File: src/rtl/regfile_pkg.sv
// Shared definitions for the register-file write scheduler.
// Provides the default widths, register count, pending-counter limit and the
// arbitration port selector used by the scheduler and its arbiter.
package regfile_pkg;

  localparam int unsigned DATA_W  = 16;
  localparam int unsigned ADDR_W  = 3;
  localparam int unsigned NREGS   = 8;
  localparam int unsigned CNT_W   = 2;
  localparam int unsigned CNT_MAX = 3;

  typedef enum logic {
    PORT_A = 1'b0,
    PORT_B = 1'b1
  } port_sel_t;

endpackage : regfile_pkg

File: src/rtl/regfile_write_scheduler_rr_arbiter2.sv
// Two-way round-robin arbiter for the register-file write port.
// Ports:
//   clk, reset      : clock, synchronous active-high reset
//   req_a_i/req_b_i : competing requests (nonzero destination only)
//   pref_o          : current preference, used by the ready logic
//   gnt_a_o/gnt_b_o : one-hot grants, combinational
module rr_arbiter2
  import regfile_pkg::*;
(
  input  logic      clk,
  input  logic      reset,
  input  logic      req_a_i,
  input  logic      req_b_i,
  output port_sel_t pref_o,
  output logic      gnt_a_o,
  output logic      gnt_b_o
);

  port_sel_t pref_q, pref_d;

  // Grant logic; on a contested grant the preference moves to the loser.
  always_comb begin
    gnt_a_o = 1'b0;
    gnt_b_o = 1'b0;
    pref_d  = pref_q;
    if (req_a_i && req_b_i) begin
      if (pref_q == PORT_A) begin
        gnt_a_o = 1'b1;
        pref_d  = PORT_B;
      end else begin
        gnt_b_o = 1'b1;
        pref_d  = PORT_A;
      end
    end else if (req_a_i) begin
      gnt_a_o = 1'b1;
    end else if (req_b_i) begin
      gnt_b_o = 1'b1;
    end
  end

  always_ff @(posedge clk) begin
    if (reset) begin
      pref_q <= PORT_A;
    end else begin
      pref_q <= pref_d;
    end
  end

  assign pref_o = pref_q;

endmodule : rr_arbiter2

File: src/rtl/regfile_write_scheduler.sv
// Shares the single register-file write port between the ALU writeback (A)
// and the load-return path (B), and keeps per-register pending-write counters
// so decode can stall on read-after-write hazards.
// Ports:
//   clk, reset                 : clock, synchronous active-high reset
//   issue_valid/rd/ready       : decode issue of a register-writing instruction
//   src1, src2, stall          : decode sources and RAW hazard stall
//   a_*/b_*                    : writeback requests (valid/ready handshake)
//   RW, BusW, enableWrite      : registered register-file write port
//   sb_error                   : sticky retire-against-zero-count flag
module regfile_write_scheduler
  import regfile_pkg::*;
#(
  parameter int unsigned DATA_W = regfile_pkg::DATA_W,
  parameter int unsigned ADDR_W = regfile_pkg::ADDR_W,
  parameter int unsigned CNT_W  = regfile_pkg::CNT_W
) (
  input  logic              clk,
  input  logic              reset,
  input  logic              issue_valid,
  input  logic [ADDR_W-1:0] issue_rd,
  output logic              issue_ready,
  input  logic [ADDR_W-1:0] src1,
  input  logic [ADDR_W-1:0] src2,
  output logic              stall,
  input  logic              a_valid,
  input  logic [ADDR_W-1:0] a_rd,
  input  logic [DATA_W-1:0] a_data,
  output logic              a_ready,
  input  logic              b_valid,
  input  logic [ADDR_W-1:0] b_rd,
  input  logic [DATA_W-1:0] b_data,
  output logic              b_ready,
  output logic [ADDR_W-1:0] RW,
  output logic [DATA_W-1:0] BusW,
  output logic              enableWrite,
  output logic              sb_error
);

  localparam int unsigned NUM_REGS = 1 << ADDR_W;
  localparam int unsigned CNT_TOP  = (1 << CNT_W) - 1;

  logic              comp_a, comp_b;
  logic              gnt_a, gnt_b;
  port_sel_t         pref;
  logic              issue_fire;

  logic              en_q, en_d;
  logic [ADDR_W-1:0] rw_q, rw_d;
  logic [DATA_W-1:0] busw_q, busw_d;
  logic              err_q, err_d;

  logic [CNT_W-1:0]  pend_q [NUM_REGS];
  logic [CNT_W-1:0]  pend_d [NUM_REGS];
  logic [NUM_REGS-1:0] inc_v, dec_v;

  // Writes to R0 never compete; they are acknowledged and dropped.
  assign comp_a = a_valid && (a_rd != '0);
  assign comp_b = b_valid && (b_rd != '0);

  rr_arbiter2 u_arb (
    .clk     (clk),
    .reset   (reset),
    .req_a_i (comp_a && !reset),
    .req_b_i (comp_b && !reset),
    .pref_o  (pref),
    .gnt_a_o (gnt_a),
    .gnt_b_o (gnt_b)
  );

  // Ready: a port loses only when the other competes and holds the preference.
  assign a_ready = !reset && ((a_rd == '0) || !comp_b || (pref == PORT_A));
  assign b_ready = !reset && ((b_rd == '0) || !comp_a || (pref == PORT_B));

  assign issue_ready = !reset &&
                       !((issue_rd != '0) && (pend_q[issue_rd] == CNT_W'(CNT_TOP)));
  assign issue_fire  = issue_valid && issue_ready && (issue_rd != '0);

  // Stall holds through the enableWrite cycle because pend drops only at its end.
  assign stall = ((src1 != '0) && (pend_q[src1] != '0)) ||
                 ((src2 != '0) && (pend_q[src2] != '0));

  // One-hot increment/decrement strobes per register.
  always_comb begin
    inc_v = '0;
    dec_v = '0;
    if (issue_fire) inc_v[issue_rd] = 1'b1;
    if (en_q)       dec_v[rw_q]     = 1'b1;
    inc_v[0] = 1'b0;
    dec_v[0] = 1'b0;
  end

  // Saturating pending counters; concurrent inc/dec of one register cancel.
  always_comb begin
    for (int r = 0; r < NUM_REGS; r++) begin
      pend_d[r] = pend_q[r];
      if (r == 0) begin
        pend_d[r] = '0;
      end else if (inc_v[r] && !dec_v[r]) begin
        if (pend_q[r] != CNT_W'(CNT_TOP)) pend_d[r] = pend_q[r] + CNT_W'(1);
      end else if (dec_v[r] && !inc_v[r]) begin
        if (pend_q[r] != '0) pend_d[r] = pend_q[r] - CNT_W'(1);
      end
    end
    err_d = err_q || (en_q && (pend_q[rw_q] == '0));
  end

  // Next write-port contents; address/data hold when nothing is granted.
  always_comb begin
    en_d   = gnt_a || gnt_b;
    rw_d   = rw_q;
    busw_d = busw_q;
    if (gnt_a) begin
      rw_d   = a_rd;
      busw_d = a_data;
    end else if (gnt_b) begin
      rw_d   = b_rd;
      busw_d = b_data;
    end
  end

  always_ff @(posedge clk) begin
    if (reset) begin
      en_q   <= 1'b0;
      rw_q   <= '0;
      busw_q <= '0;
      err_q  <= 1'b0;
      for (int r = 0; r < NUM_REGS; r++) pend_q[r] <= '0;
    end else begin
      en_q   <= en_d;
      rw_q   <= rw_d;
      busw_q <= busw_d;
      err_q  <= err_d;
      for (int r = 0; r < NUM_REGS; r++) pend_q[r] <= pend_d[r];
    end
  end

  assign enableWrite = en_q;
  assign RW          = rw_q;
  assign BusW        = busw_q;
  assign sb_error    = err_q;

endmodule : regfile_write_scheduler
File: config.mk
export PLATFORM = sky130hd
export DESIGN_NAME = regfile_write_scheduler
export DESIGN_NICKNAME = d
export VERILOG_FILES = /design/src/rtl/regfile_pkg.sv /design/src/rtl/regfile_write_scheduler_rr_arbiter2.sv /design/src/rtl/regfile_write_scheduler.sv
export SDC_FILE = /design/constraint.sdc
export NUM_CORES = 1
export LEC_CHECK = 0
export CAP_MARGIN = 10
export CORE_ASPECT_RATIO = 1.25
export CORE_MARGIN = 10
export CORE_UTILIZATION = 60
export DETAILED_ROUTE_END_ITERATION = 7
export DONT_BUFFER_PORTS = 1
export GPL_TIMING_DRIVEN = 0
export PLACE_DENSITY = 0.76
export SKIP_LAST_GASP = 1
export SLEW_MARGIN = 20
export SYNTH_ARGS = -nofsm -noshare
export SYNTH_HDL_FRONTEND = slang
export SYNTH_SLANG_ARGS = --single-unit
File: constraint.sdc
create_clock -name clk -period 3.6 [get_ports clk]
set_clock_uncertainty 0.15 [all_clocks]
set_input_delay 0.54 -clock clk [delete_from_list [all_inputs] [get_ports clk]]
set_output_delay 0.54 -clock clk [all_outputs]
set_load 0.01 [all_outputs]
==> impl_results.md, run 1 <==
- Final Max Slew Viols: 0
- Vias/cell: between 6 and 7
- Worst IR Drop VDD: approximately 0.35 mV
- RSZ-0062 raised after global routing: no
- Required time of the critical path: between 3 and 4 ns
- DRT Pass-1 Iters: 4
- First-pass GRT wire length: between 8 and 9 mm
- Int Power: ~0.70 mW
- Switching portion of total power: roughly a quarter
- Fin crit period: roughly 2.5 ns
- Post-Syn Nets: 325
- GR met2 Demand/Resource: 27.0%
- Clock sink count: 39
- Met1 usage: roughly 18%
- Yosys reg bits: 39
- Yosys warning total: 0
- Met3 Usage GRT: 8.61%
- Vias post-DR: 1,968
- FMAX: approximately 0.40 GHz
- Worst-path maximum fanout: 8
- Root Driver: clkbuf_8
- Comb pwr share: approximately a tenth
- Startpoint types: input pin
- Clk pwr share: between 30% and 40%
- Gr busiest metal: met2
- Largest net degree at the start of global routing: 14
- Crit path DAT: between 2 and 3 ns
- N_diodes: 0
- Final Wtd Congestion: a little under 0.9
- Drt wl/cell: about 18 µm
- Share of cells above drive strength 1: approximately 8.4%
- CORE AREA: about 0.0035 mm²
- CP Capture Type: register
- Max Cap Viol: 0
- Period utilization: slightly below 70%
- Clock slew at reported path FFs: roughly 0.080 ns
- Setup TNS: 0 ns
- Slew @ Worst Pin: between 0.5 and 0.6 ns
- # hold bufs at CTS: 0
- Post-cts resize count: 0
- Vias in the first global route: 1,971
- Post-synth EDFFs: 0
- Post-Synthesis Cell Area: between 0.002 and 0.0025 mm²
- Synth Flop Type: dfxtp_1
- Clock latency on the worst-skew pair: 0.30 ns
- PD cells: roughly 400 mW/mm²
- Syn avg cell area: 8.26 µm²
- GRT Overall Usage: approximately 17%
- Dominant cell type by area after synthesis: dfxtp_1
- Netlist cell types: 40
- Final core utilization: around two thirds
- Register share of total power: between 50% and 60%
- Initial Util: 62.5%
- Hold Crit Class: in -> reg
- Fin. Hold Viols: 0
- Pleak: 0.876 nW
- Fill cells: around 310
- Slew headroom: 60.3%
- Residual DRC count: 0
- Area contributors post-synth: dfxtp_1 36%, nand2_1 7.7%, a22oi_1 6.5%, a21oi_1 4.8%, mux2i_1 4.1%
- Iter 0 DRT Violations: 74
- Initial antenna violation count: 0
- WL final: between 5 and 6 mm
- TritonCTS Buffers: 5
- Die width: around 74 µm
- Yosys top cell area share: 35.6%
- Io pins: 77
- Post-DRT Antenna Nets: 0
- P&R area growth vs syn: 7.35%
- Switching Power: 0.250 mW
- Multi-input gate area: between 0.001 and 0.0015 mm²
- Maximum root-to-sink buffer count: 2
- Commonest non-fill, non-tap cell in the layout: nand2_1
- Sequential share of the synthesized area: between 30 and 40%
- WS Path Type: in -> reg
- Ys async rst share: 0%
- Status: completed
- Final setup margin: between 1 and 1.5 ns
- Post-CTS Setup Inserts: 0
- Rows: 24
- Nets@finish: 332
- PortBufs: 0
- Final Setup Violations: 0
- Final HPWL DP: 4.28 mm
- Total Die Area: 0.00649 mm²
- CTS tree: yes
- Commonest non-fill, non-tap cells in the layout: 45 x nand2_1, 39 x dfxtp_1, 24 x nor2_1
- Reg area: slightly below 800 µm²
- Synth Instances: about 270
- H-tree Lvls: 2
- GRT overflow: 0
- Die Ht: 87.6 µm
- Pre-CTS setup slack: 0.829 ns
[final timing paths]
| path | from | end | slack (ns) | depth (start not counted) |
|---|---|---|---|---|
| setup reg to reg | pend_q[2][0] | pend_q[3][0] | 1.25 | 8 |
| setup / recovery | issue_rd[1] | pend_q[3][0] | 1.11 | 9 |
| hold / removal | b_data[9] | BusW[9] | 0.19 | 2 |
| hold reg to reg | u_arb.pref_o | u_arb.pref_o | 0.35 | 2 |
[cell usage after synthesis (all sizes together) (6+ instances only)]
library cell  count
nand3             6
ha                7
nand2            45
mux2i             9
a22oi            19
nor3             12
a21oi            21
nor2             24
nor2b            12
o21ai            16
dfxtp            39
nand2b            6
[flip-flops by register name (all words and copies together), names as in the netlist, named ones only]
name / flops
BusW: 16
enableWrite: 1
RW: 3
sb_error: 1
u_arb.pref_o: 1
pend_q: 14
[per-stage QoR]
step	area (µm²)	hold slack [ns]	std cells	total power, mW
floorplan	2200	0.313	266	0.570
global placement	2240	0.330	305	0.593
detailed placement	2240	0.338	305	0.594
CTS	2360	0.183	313	0.959
global route	2360	0.181	313	0.990
finish	2360	0.188	313	0.952
[cells by family after synthesis]
group	count (synthesis)	share of synthesized area, %
mux	11	6.15
fa+ha+maj	7	3.99
buf+inv	12	2.73
simple gates	119	27.1
flops	39	35.6
compound gates	78	24.4
[worst max-delay path: stages]
cell and delay, ns:
buf_2 0.20, mux2i_1 0.22, o32ai_1 0.12, o32a_4 0.43
nor3b_1 0.32, ha_1 0.33, a21o_1 0.17, a21oi_1 0.13
nor2_1 0.05
[layout make-up]
type                    instances  area share, %
plain buffers                   9           2.07
inverters                       3          0.478
clock inverters                 3           1.86
multi-input cells             215           57.5
well taps                      39           2.07
flip-flops and latches         39           33.1
clock buffers                   5           2.92
[layer usage]
layer / wire length, µm / part of all wire, %
met2: 2570 / 47
met1: 2160 / 39
met3: 635 / 12
met5: 0 / 0
met4: 108 / 2.0
[power groups by stage]
| stage | Combinational (mW) | Clock [mW] | Sequential (mW) |
|---|---|---|---|
| 5_1_grt | 0.106 | 0.390 | 0.494 |
| 6_report | 0.0935 | 0.369 | 0.489 |
| 2_1_floorplan | 0.0788 | 0 | 0.492 |
| 4_1_cts | 0.0942 | 0.374 | 0.490 |
| 3_5_place_dp | 0.0942 | 0 | 0.500 |
| 3_3_place_gp | 0.0922 | 0 | 0.500 |
Power figures use the tool's default switching activity.
==> run 2: changes to the inputs <==
==> constraint.sdc (replaced) <==
create_clock -name clk -period 2.5 [get_ports clk]
set_clock_uncertainty 0.15 [all_clocks]
set_input_delay 0.375 -clock clk [delete_from_list [all_inputs] [get_ports clk]]
set_output_delay 0.375 -clock clk [all_outputs]
set_load 0.01 [all_outputs]
==> impl_results.md, run 2 (same netlist as run 1, synthesis figures left out) <==
- Final Wtd Congestion: 0.874 (unchanged)
- Share of cells above drive strength 1: 8.42% (+0.031 points)
- Residual DRC count: 0 (unchanged)
- Die Ht: 87.6 µm (unchanged)
- Rows: 24 (unchanged)
- Clock slew at reported path FFs: 0.08 ns (about the same)
- DRT Pass-1 Iters: 4 (unchanged)
- Final Setup Violations: 0 (unchanged)
- Total Die Area: 0.00649 mm² (unchanged)
- Slowest stage delay, CP: 0.43 ns (about the same)
- Crit path DAT: 2.37 ns (-0.14 ns)
- Met3 Usage GRT: 8.61% (unchanged)
- P&R area growth vs syn: 7.18%
- WS Path Type: reg -> reg
- Die width: 74.1 µm (unchanged)
- Worst path bufs/invs: 0 (-1)
- Post-DRT Antenna Nets: 0 (unchanged)
- Final HPWL DP: 4.28 mm (unchanged)
- Post-CTS Setup Inserts: 0 (unchanged)
- Vias post-DR: 1,983 (+0.76%)
- FMAX: around 0.43 GHz
- PD cells: 583 mW/mm² (+44%)
- Clk pwr share: 38.8% (about the same)
- GRT Overall Usage: 17.0% (unchanged)
- Period utilization: about 94%
- Clock sink count: 39 (unchanged)
- Setup TNS: 0 ns (unchanged)
- Required time of the critical path: 2.52 ns (-1.10 ns)
- Nets@finish: 331 (-0.30%)
- # hold bufs at CTS: 0 (unchanged)
- Switching portion of total power: 26.3% (+0.053 points)
- Beginning of the worst register-to-register path: pend_q[2][0]
- GR met2 Demand/Resource: 27.0% (unchanged)
- Vias in the first global route: 1,971 (unchanged)
- Max reg flops: 16 (unchanged)
- First-pass GRT wire length: 8.78 mm (unchanged)
- Clock latency on the worst-skew pair: 0.30 ns (about the same)
- CTS tree: yes
- TritonCTS Buffers: 5 (unchanged)
- RSZ-0062 raised after global routing: no
- Max Cap Viol: 0 (unchanged)
- Slowest-stage cell, CP: o32a_4
- CP Capture Type: register
- Final Max Slew Viols: 0 (unchanged)
- GRT overflow: 0 (unchanged)
- Int Power: 1.01 mW (+44%)
- Crit-path cells: mux2i_1, o32ai_1, o32a_4, nor3b_1, ha_1, a21o_1, a21oi_1, nor2_1
- Cell family with most CP delay: compound AO/OA/AOI/OAI gates
- Hold_ws: 0.0237 ns (-0.165 ns)
- Switching Power: 0.361 mW (+44%)
- Comb pwr share: 9.8% (about the same)
- Crit. Startpoint: pend_q[2][0]
- Root Driver: clkbuf_8
- Slew @ Worst Pin: 0.588 ns (-0.00200 ns)
- Fill cells: 312 (unchanged)
- Met1 usage: 17.8% (unchanged)
- Iter 0 DRT Violations: 87 (+18%)
- Worst-path maximum fanout: 8 (unchanged)
- Post-cts resize count: 0 (unchanged)
- Commonest non-fill, non-tap cell in the layout: nand2_1
- CORE AREA: 0.00351 mm² (unchanged)
- Io pins: 77 (unchanged)
- Initial Util: 62.5% (unchanged)
- Initial antenna violation count: 0 (unchanged)
- Gr busiest metal: met2
- Hold Crit Class: in -> reg
- Status: completed
- Worst IR Drop VDD: 0.505 mV (+44%)
- Vias/cell: 6.36 (+1.1%)
- Fin crit period: 2.35 ns
- H-tree Lvls: 2 (unchanged)
- Drt wl/cell: 17.6 µm (+0.58%)
- Hold path start: b_data[9]
- Register share of total power: 51.3% (about the same)
- Placed inst area: 0.00224 mm² (unchanged)
- N_diodes: 0 (unchanged)
- PortBufs: 0 (unchanged)
- Startpoint types: register
- Final Cell Area: 0.00235 mm² (-0.16%)
- Commonest non-fill, non-tap cells in the layout: 45 x nand2_1, 39 x dfxtp_1, 24 x nor2_1
- Fin. Hold Viols: 0 (unchanged)
- Slew headroom: 60.4% (+0.13 points)
- Pleak: 0.875 nW (-0.13%)
- WL final: 5.49 mm (+0.26%)
- Largest net degree at the start of global routing: 14 (unchanged)
- Maximum root-to-sink buffer count: 2 (unchanged)
## run 2: cell types whose count changed in the layout (fill, tap and decap cells not counted)
cell / before / now
clkbuf_1: 4 / 3
## run 2: area by class of cell
class	count	area (µm²)	share of cell area (%)
clock inverter	3	43.8	1.86
clock buffer	5	68.8	2.92
tap	39	48.8	2.07
buffer	8	45.0	1.91
multi-input combinational	215	1360	57.6
inverter	3	11.3	0.478
sequential	39	781	33.2
## run 2: final timing paths
check / cells past startpoint / end / slack (ns)
hold / removal: 2 / BusW[9] / 0.02
setup / recovery: 8 / pend_q[3][0] / 0.15
setup reg to reg: 8 / pend_q[3][0] / 0.15
hold reg to reg: 2 / u_arb.pref_o / 0.35
## run 2: worst reg2reg max path, cell delays in order (launching register included)
cell and delay [ns]:
dfxtp_1 0.38, mux2i_1 0.16, o32ai_1 0.10, o32a_4 0.43
nor3b_1 0.32, ha_1 0.33, a21o_1 0.17, a21oi_1 0.13
nor2_1 0.05
## run 2: power groups by stage
stage          combinational, mW  sequential (mW)  clock (mW)
3_3_place_gp               0.133            0.721           0
2_1_floorplan              0.113            0.708           0
3_5_place_dp               0.136            0.720           0
6_report                   0.135            0.704       0.533
4_1_cts                    0.136            0.706       0.539
5_1_grt                    0.153            0.711       0.561
## run 2: per-layer routing
layer / share of wire (%) / vias to the layer above
li1: - / 987
met1: 39 / 902
met2: 47 / 85
met3: 12 / 9
met4: 2.0 / 0
met5: 0 / -
## run 2: metrics by stage
step / util (%) / worst slack (ns) / instances / total power, mW
after floorplan: - / 0.139 / 266 / 0.821
after global placement: 63.9 / -0.0898 / 305 / 0.853
after detailed placement: 63.9 / -0.106 / 305 / 0.856
after CTS: 67.1 / 0.168 / 313 / 1.38
after global routing: 67.0 / 0.0556 / 312 / 1.42
final: 67.0 / 0.149 / 312 / 1.37
